[config.mk]
export PLATFORM = sky130hd
export DESIGN_NAME = blink_meter
export DESIGN_NICKNAME = d
export VERILOG_FILES = /design/src/rtl/blink_meter_pkg.sv /design/src/rtl/pin_sync.sv /design/src/rtl/blink_meter.sv
export SDC_FILE = /design/constraint.sdc
export NUM_CORES = 1
export LEC_CHECK = 0
export CAP_MARGIN = 20
export CORE_ASPECT_RATIO = 1.5
export CORE_MARGIN = 5
export CORE_UTILIZATION = 43
export DETAILED_ROUTE_END_ITERATION = 8
export PLACE_DENSITY_LB_ADDON = 0.15
export SYNTH_ARGS = -nofsm -noshare
export SYNTH_HDL_FRONTEND = slang
export SYNTH_SLANG_ARGS = --single-unit
[constraint.sdc]
create_clock -name clk -period 6 [get_ports clk]
set_input_delay 1.2 -clock clk [delete_from_list [all_inputs] [get_ports clk]]
set_output_delay 1.2 -clock clk [all_outputs]
set_load 0.01 [all_outputs]
[src/rtl/blink_meter_pkg.sv]
// Shared types and defaults for the LED pin measurement block.
// Bench and RTL both take the state encoding from here.
package blink_meter_pkg;

    typedef enum logic [1:0] {
        WAIT_EDGE = 2'd0,
        HIGH      = 2'd1,
        LOW       = 2'd2
    } meter_state_e;

    localparam int DEF_CNT_W       = 24;
    localparam int DEF_TIMEOUT_CYC = 1_000_000;
    localparam int DEF_EDGE_W      = 16;

endpackage

[src/rtl/pin_sync.sv]
// Multi-flop synchroniser for asynchronous pad inputs.
// DEPTH must be at least 2.
module pin_sync #(
    parameter int DEPTH = 2
) (
    input  logic clk,
    input  logic rst_n,
    input  logic d,
    output logic q
);

    logic [DEPTH-1:0] sync_q;
    logic [DEPTH-1:0] sync_d;

    always_comb begin
        sync_d = {sync_q[DEPTH-2:0], d};
    end

    always_ff @(posedge clk or negedge rst_n) begin
        if (!rst_n) begin
            sync_q <= '0;
        end else begin
            sync_q <= sync_d;
        end
    end

    assign q = sync_q[DEPTH-1];

endmodule

[src/rtl/blink_meter.sv]
// Measures high, low and period of an asynchronous LED pin in clk cycles,
// counts rising edges and flags a pin that has stopped toggling.
module blink_meter
    import blink_meter_pkg::*;
#(
    parameter int CNT_W       = DEF_CNT_W,
    parameter int TIMEOUT_CYC = DEF_TIMEOUT_CYC,
    parameter int EDGE_W      = DEF_EDGE_W
) (
    input  logic              clk,
    input  logic              rst_n,
    input  logic              clr,
    input  logic              ledpin,
    output logic [CNT_W-1:0]  hi_len,
    output logic [CNT_W-1:0]  lo_len,
    output logic [CNT_W-1:0]  period,
    output logic              meas_valid,
    output logic [EDGE_W-1:0] edge_cnt,
    output logic              stuck
);

    localparam logic [CNT_W-1:0] CNT_MAX     = '1;
    localparam logic [CNT_W-1:0] TIMEOUT_VAL = CNT_W'(TIMEOUT_CYC);

    logic s;
    logic s_d_q, s_d_d;
    logic rise, fall, edge_any;

    meter_state_e      state_q, state_d;
    logic [CNT_W-1:0]  cnt_q, cnt_d;
    logic [CNT_W-1:0]  hi_len_q, hi_len_d;
    logic [CNT_W-1:0]  lo_len_q, lo_len_d;
    logic [CNT_W-1:0]  period_q, period_d;
    logic              meas_valid_q, meas_valid_d;
    logic [EDGE_W-1:0] edge_cnt_q, edge_cnt_d;
    logic              stuck_q, stuck_d;
    logic              hi_seen_q, hi_seen_d;
    logic [CNT_W:0]    sum;

    pin_sync #(.DEPTH(2)) u_sync (
        .clk   (clk),
        .rst_n (rst_n),
        .d     (ledpin),
        .q     (s)
    );

    assign rise     = s & ~s_d_q;
    assign fall     = ~s & s_d_q;
    assign edge_any = rise | fall;
    assign sum      = {1'b0, hi_len_q} + {1'b0, cnt_q};

    always_comb begin
        s_d_d        = s;
        state_d      = state_q;
        cnt_d        = cnt_q;
        hi_len_d     = hi_len_q;
        lo_len_d     = lo_len_q;
        period_d     = period_q;
        meas_valid_d = 1'b0;
        edge_cnt_d   = edge_cnt_q;
        stuck_d      = stuck_q;
        hi_seen_d    = hi_seen_q;

        // The edge cycle is the first cycle of the new level.
        if (edge_any) begin
            cnt_d = CNT_W'(1);
        end else if (cnt_q != CNT_MAX) begin
            cnt_d = cnt_q + CNT_W'(1);
        end

        if (edge_any) begin
            stuck_d = 1'b0;
        end else if (cnt_d == TIMEOUT_VAL) begin
            stuck_d = 1'b1;
        end

        unique case (state_q)
            WAIT_EDGE: begin
                if (rise) begin
                    state_d    = HIGH;
                    edge_cnt_d = edge_cnt_q + EDGE_W'(1);
                end else if (fall) begin
                    state_d = LOW;
                end
            end
            HIGH: begin
                if (fall) begin
                    hi_len_d  = cnt_q;
                    hi_seen_d = 1'b1;
                    state_d   = LOW;
                end
            end
            LOW: begin
                if (rise) begin
                    lo_len_d   = cnt_q;
                    edge_cnt_d = edge_cnt_q + EDGE_W'(1);
                    state_d    = HIGH;
                    if (hi_seen_q) begin
                        period_d     = sum[CNT_W] ? CNT_MAX
                                                  : sum[CNT_W-1:0];
                        meas_valid_d = 1'b1;
                    end
                end
            end
            default: state_d = WAIT_EDGE;
        endcase

        // Clear overrides any edge seen in the same cycle.
        if (clr) begin
            state_d      = WAIT_EDGE;
            cnt_d        = '0;
            hi_len_d     = '0;
            lo_len_d     = '0;
            period_d     = '0;
            meas_valid_d = 1'b0;
            edge_cnt_d   = '0;
            stuck_d      = 1'b0;
            hi_seen_d    = 1'b0;
        end
    end

    always_ff @(posedge clk or negedge rst_n) begin
        if (!rst_n) begin
            s_d_q        <= 1'b0;
            state_q      <= WAIT_EDGE;
            cnt_q        <= '0;
            hi_len_q     <= '0;
            lo_len_q     <= '0;
            period_q     <= '0;
            meas_valid_q <= 1'b0;
            edge_cnt_q   <= '0;
            stuck_q      <= 1'b0;
            hi_seen_q    <= 1'b0;
        end else begin
            s_d_q        <= s_d_d;
            state_q      <= state_d;
            cnt_q        <= cnt_d;
            hi_len_q     <= hi_len_d;
            lo_len_q     <= lo_len_d;
            period_q     <= period_d;
            meas_valid_q <= meas_valid_d;
            edge_cnt_q   <= edge_cnt_d;
            stuck_q      <= stuck_d;
            hi_seen_q    <= hi_seen_d;
        end
    end

    assign hi_len     = hi_len_q;
    assign lo_len     = lo_len_q;
    assign period     = period_q;
    assign meas_valid = meas_valid_q;
    assign edge_cnt   = edge_cnt_q;
    assign stuck      = stuck_q;

endmodule
==> results by stage <==
Synth:
- The number of nets in the synthesized netlist is 788.
- Counting flops with a built-in enable in the synthesized netlist gives 0.
- In the synthesized netlist, the number of instances is 755.
- The mapped netlist covers 0.006739 mm^2.
- Of the post-synthesis cell area, the dominant cell type holds 44.56%.
- In the synthesized netlist the dominant register cell turns out to be sky130_fd_sc_hd__dfrtp_1.
- The total of warnings raised by yosys is 0.
- Synthesis inferred 120 register bits.
- After synthesis, the netlist uses 67 different library cells.
- Sorting the synthesized cells by area gives the leading types as sky130_fd_sc_hd__dfrtp_1 45%, sky130_fd_sc_hd__nand2_1 7.5%, sky130_fd_sc_hd__a21oi_1 5.3%, sky130_fd_sc_hd__ha_1 5.2%, sky130_fd_sc_hd__nor2_1 4.5%.
- Sequential cells were found to cover 44.56% of the synthesized design area.
- The average footprint of a synthesized cell is 8.926 um^2.
- The cell taking the most area after synthesis is sky130_fd_sc_hd__dfrtp_1.
- Of all flip-flops after synthesis, the portion carrying an async set or reset was 100.0%.

Setup path:
- The worst setup path is captured at a flip-flop.
- The critical path required time is 6.24 ns.
- The nature of the critical path startpoint is a flip-flop.
- STA puts the critical path data arrival time at 3.62 ns.
- The number of cells on the worst reg-to-reg path is 10.
- The worst setup path is of the reg2reg kind.
- The slack of the worst reg-to-reg path is 2.63 ns.
- The terminus of the critical flop-to-flop path is period[9].
- The startpoint of the worst setup timing path is cnt_q[0].
- The worst reg2reg path startpoint is cnt_q[0].
- The critical-path maximum fanout is 23.

Floorplan:
- In this run the count of I/O pins placed on the die edge is 94.
- The overall die width is 112.2 um.
- Once the floorplan was initialized, standard cells occupied 43.32% of the core.
- The standard cell core area is 0.01555 mm^2.
- The die covers 0.01833 mm^2.
- The die boundary height is 163.3 um.
- After floorplanning, the core was divided into 56 placement rows.

Clock tree:
- The number of buffers on the longest clock path is 2.
- The clock latency on the worst-skew pair is 0.41 ns.
- After clock tree synthesis, the repair step resized 0 gates.
- In this run the clock root is driven by a sky130_fd_sc_hd__clkbuf_16.
- The number of hold buffers added after CTS is 0.
- The clock transition at the register clock pins on the worst setup and hold paths after CTS is 0.06 ns.
- Buffers inserted during clock tree synthesis total 17.
- In this run the number of H-tree levels came out at 4.
- The TritonCTS clock tree is yes.
- For this design, the sink count on the clock tree is 120.
- The number of setup buffers added after CTS is 0.

STA:
- Setup repair after global routing left no endpoint under its margin.
- The transition time at the pin with the least slew margin is 0.9548 ns.
- The setup violation total in the final timing report is 0.
- The final critical path time including I/O delays and setup is 3.373 ns.
- Headroom to the max-slew limit came out at 36.35%.
- Based on the critical path, the design can be clocked at up to 296.4 MHz.
- The total negative setup slack is 0 ns.
- The final critical path takes up 56.22% of the cycle.
- The count of endpoints failing hold in the final timing report is 0.
- The number of pins exceeding their max-slew limit in the final report is 0.
- Between clock sinks in the finished design, the worst skew comes to 0.01168 ns.

Drt:
- The post-detailed-route via-to-cell ratio is 5.532.
- The detailed router finished its first iteration with 459 violations.
- The detailed router placed 5742 vias in this run.
- In the final routed layout, each cell accounts on average for 17.09 um.
- In the routed design, unresolved DRC markers number 0.
- Once detail routing completed, the nets flagged for antenna violations numbered 0.
- The number of iterations in the first detailed-routing pass is 8.
- The wire length reported by the detailed router is 17740 um.

Placement:
- The cell area after placement is 0.007737 mm^2.
- Buffers placed on the I/O ports in this run total 93.
- Routability-driven placement finished with a final weighted congestion of 0.9227.
- Summed over all nets, the half-perimeter wirelength after detailed placement is 12690 um.

Power and ir drop:
- The worst supply voltage drop on vdd is 0.1505 mV.
- Summed over all cells, the static leakage comes to 3.483 nW.
- For this design the ratio of total power to cell area is 247.6 mW/mm^2.

Min path:
- In this run the most critical hold path is launched from u_sync.sync_q[0].
- The worst hold path was traced through 0 stages.
- The min-delay analysis places its worst path in the category reg2reg.
- The path with the worst hold slack has its endpoint at u_sync.sync_q[1].

GRT:
- Entering global routing, the biggest net connects 77 pins.
- Global routing consumed, over all layers together, 19.96% of the routing resources.
- The wire length of the first global-routing pass is 29680 um.
- The number of antenna violations at the first check in global routing is 0.
- The total global routing overflow is 0.
- The number of global-route vias before repair is 5869.

Cells and area:
- The number of diodes added for antenna fixing is 0.
- The layout has 1440 filler cells.
- The area growth from synthesis to layout is 25.45%.
- The finished cells cover 0.008454 mm^2.
- In the final layout, the share of cells above drive strength 1 is 6.946%.
- Summing all flip-flop and latch instances after layout gives 0.003003 mm^2.
- At the end of the flow, the number of nets in the layout was 855.
- Summing all multi-input logic gate instances after layout gives 0.003463 mm^2.

Run status:
- The flow ran to the end, and the final reports show no timing, DRC or antenna violations.

Flow run:
- The tool flagged a number of max-cap violations equal to 0.
==> power by group <==
group          leakage, nW  internal, mW  switching [mW]
sequential            1.67         0.814         0.00676
clock                0.328         0.842           0.369
combinational         1.49        0.0137          0.0467
total                 3.48          1.67           0.423
==> cell usage after synthesis, drive strengths merged (16+ instances only) <==
cell,instances
a211oi,27
nand3,18
xor2,29
nand2,134
o21ai,21
a21oi,73
ha,28
nor2,80
clkbuf,36
inv,16
xnor2,27
dfrtp,120
==> critical path: stages, from the launching register on <==
cell and delay, ns:
sky130_fd_sc_hd__dfrtp_1 0.50, sky130_fd_sc_hd__ha_1 0.29, sky130_fd_sc_hd__fa_1 0.43, sky130_fd_sc_hd__a211oi_1 0.32, sky130_fd_sc_hd__nor4b_1 0.14, sky130_fd_sc_hd__o41a_1 0.44
sky130_fd_sc_hd__a21oi_1 0.31, sky130_fd_sc_hd__o21ai_1 0.14, sky130_fd_sc_hd__a211oi_2 0.24, sky130_fd_sc_hd__buf_4 0.29, sky130_fd_sc_hd__a211oi_1 0.11
==> registers in the layout, indices dropped and copies added (netlist names) <==
register / count
cnt_q: 24
edge_cnt: 16
hi_len: 24
hi_seen_q: 1
lo_len: 24
meas_valid: 1
period: 24
s_d_q: 1
state_q: 2
stuck: 1
u_sync.sync_q: 2
==> stage by stage <==
step	total power [mW]	worst slack (ns)	std cells	utilization, %	hold slack, ns
floorplan	0.8649	3.067	755	-	0.3312
global placement	0.8958	2.701	1005	49.74	0.3348
detailed placement	0.8978	2.618	1005	49.74	0.3511
CTS	2.116	2.622	1037	54.26	0.3644
global route	2.159	2.392	1038	54.35	0.3711
finish	2.093	2.627	1038	54.35	0.3604
==> routing by layer <==
layer | routed length [um] | GRT usage, %
met1 | 7300 | 23.08
met2 | 9070 | 35.54
met3 | 798 | 4.077
met4 | 569 | 8.748
met5 | 0 | 0
==> layout make-up <==
| type | instances | share of cell area (%) |
|---|---|---|
| clock inverters | 12 | 2.901 |
| clock buffers | 20 | 5.402 |
| well taps | 203 | 3.004 |
| inverters | 17 | 0.7548 |
| repair buffers | 98 | 11.45 |
| flip-flops and latches | 120 | 35.52 |
| multi-input cells | 568 | 40.96 |
==> placed cells by master, fill, tap and decap left out, types with 5 or more instances in the layout <==
master / count
sky130_fd_sc_hd__a211oi_1: 26
sky130_fd_sc_hd__xor2_1: 29
sky130_fd_sc_hd__nor2_1: 79
sky130_fd_sc_hd__nor4_1: 6
sky130_fd_sc_hd__a31oi_1: 6
sky130_fd_sc_hd__nand2_1: 134
sky130_fd_sc_hd__nor3_1: 10
sky130_fd_sc_hd__or3_1: 5
sky130_fd_sc_hd__bufinv_16: 7
sky130_fd_sc_hd__clkdlybuf4s50_1: 91
sky130_fd_sc_hd__nand2b_1: 6
sky130_fd_sc_hd__and3_1: 9
sky130_fd_sc_hd__a21oi_1: 72
sky130_fd_sc_hd__nand3_1: 17
sky130_fd_sc_hd__clkbuf_16: 17
sky130_fd_sc_hd__ha_1: 28
sky130_fd_sc_hd__dfrtp_1: 120
sky130_fd_sc_hd__mux2i_1: 6
sky130_fd_sc_hd__nand4_1: 13
sky130_fd_sc_hd__inv_1: 16
sky130_fd_sc_hd__buf_4: 5
sky130_fd_sc_hd__o21bai_1: 7
sky130_fd_sc_hd__o21ai_0: 17
sky130_fd_sc_hd__xnor2_1: 27
==> cell families (layout without fill, tap and decap cells) <==
| logic type | count (synthesis) | after routing | share of synthesized area (%) |
|---|---|---|---|
| AND/OR/NAND/NOR | 305 | 305 | 21.04 |
| AO/OA/AOI/OAI | 172 | 172 | 16.65 |
| flip-flops | 120 | 120 | 44.56 |
| buffers and inverters | 67 | 147 | 4.085 |
| XOR/XNOR | 56 | 56 | 7.278 |
| adder cells (fa/ha/maj) | 29 | 29 | 5.496 |
| multiplexers | 6 | 6 | 0.8912 |
==> worst max path at each step <==
stage / to / slack, ns / cells past startpoint
finish: period[9] / 2.63 / 10
global route: period[3] / 2.39 / 10
detailed placement: period[9] / 2.62 / 10
global placement: period[22] / 2.70 / 10
floorplan: period[22] / 3.07 / 10
CTS: period[9] / 2.62 / 10
Power figures use the tool's default switching activity.
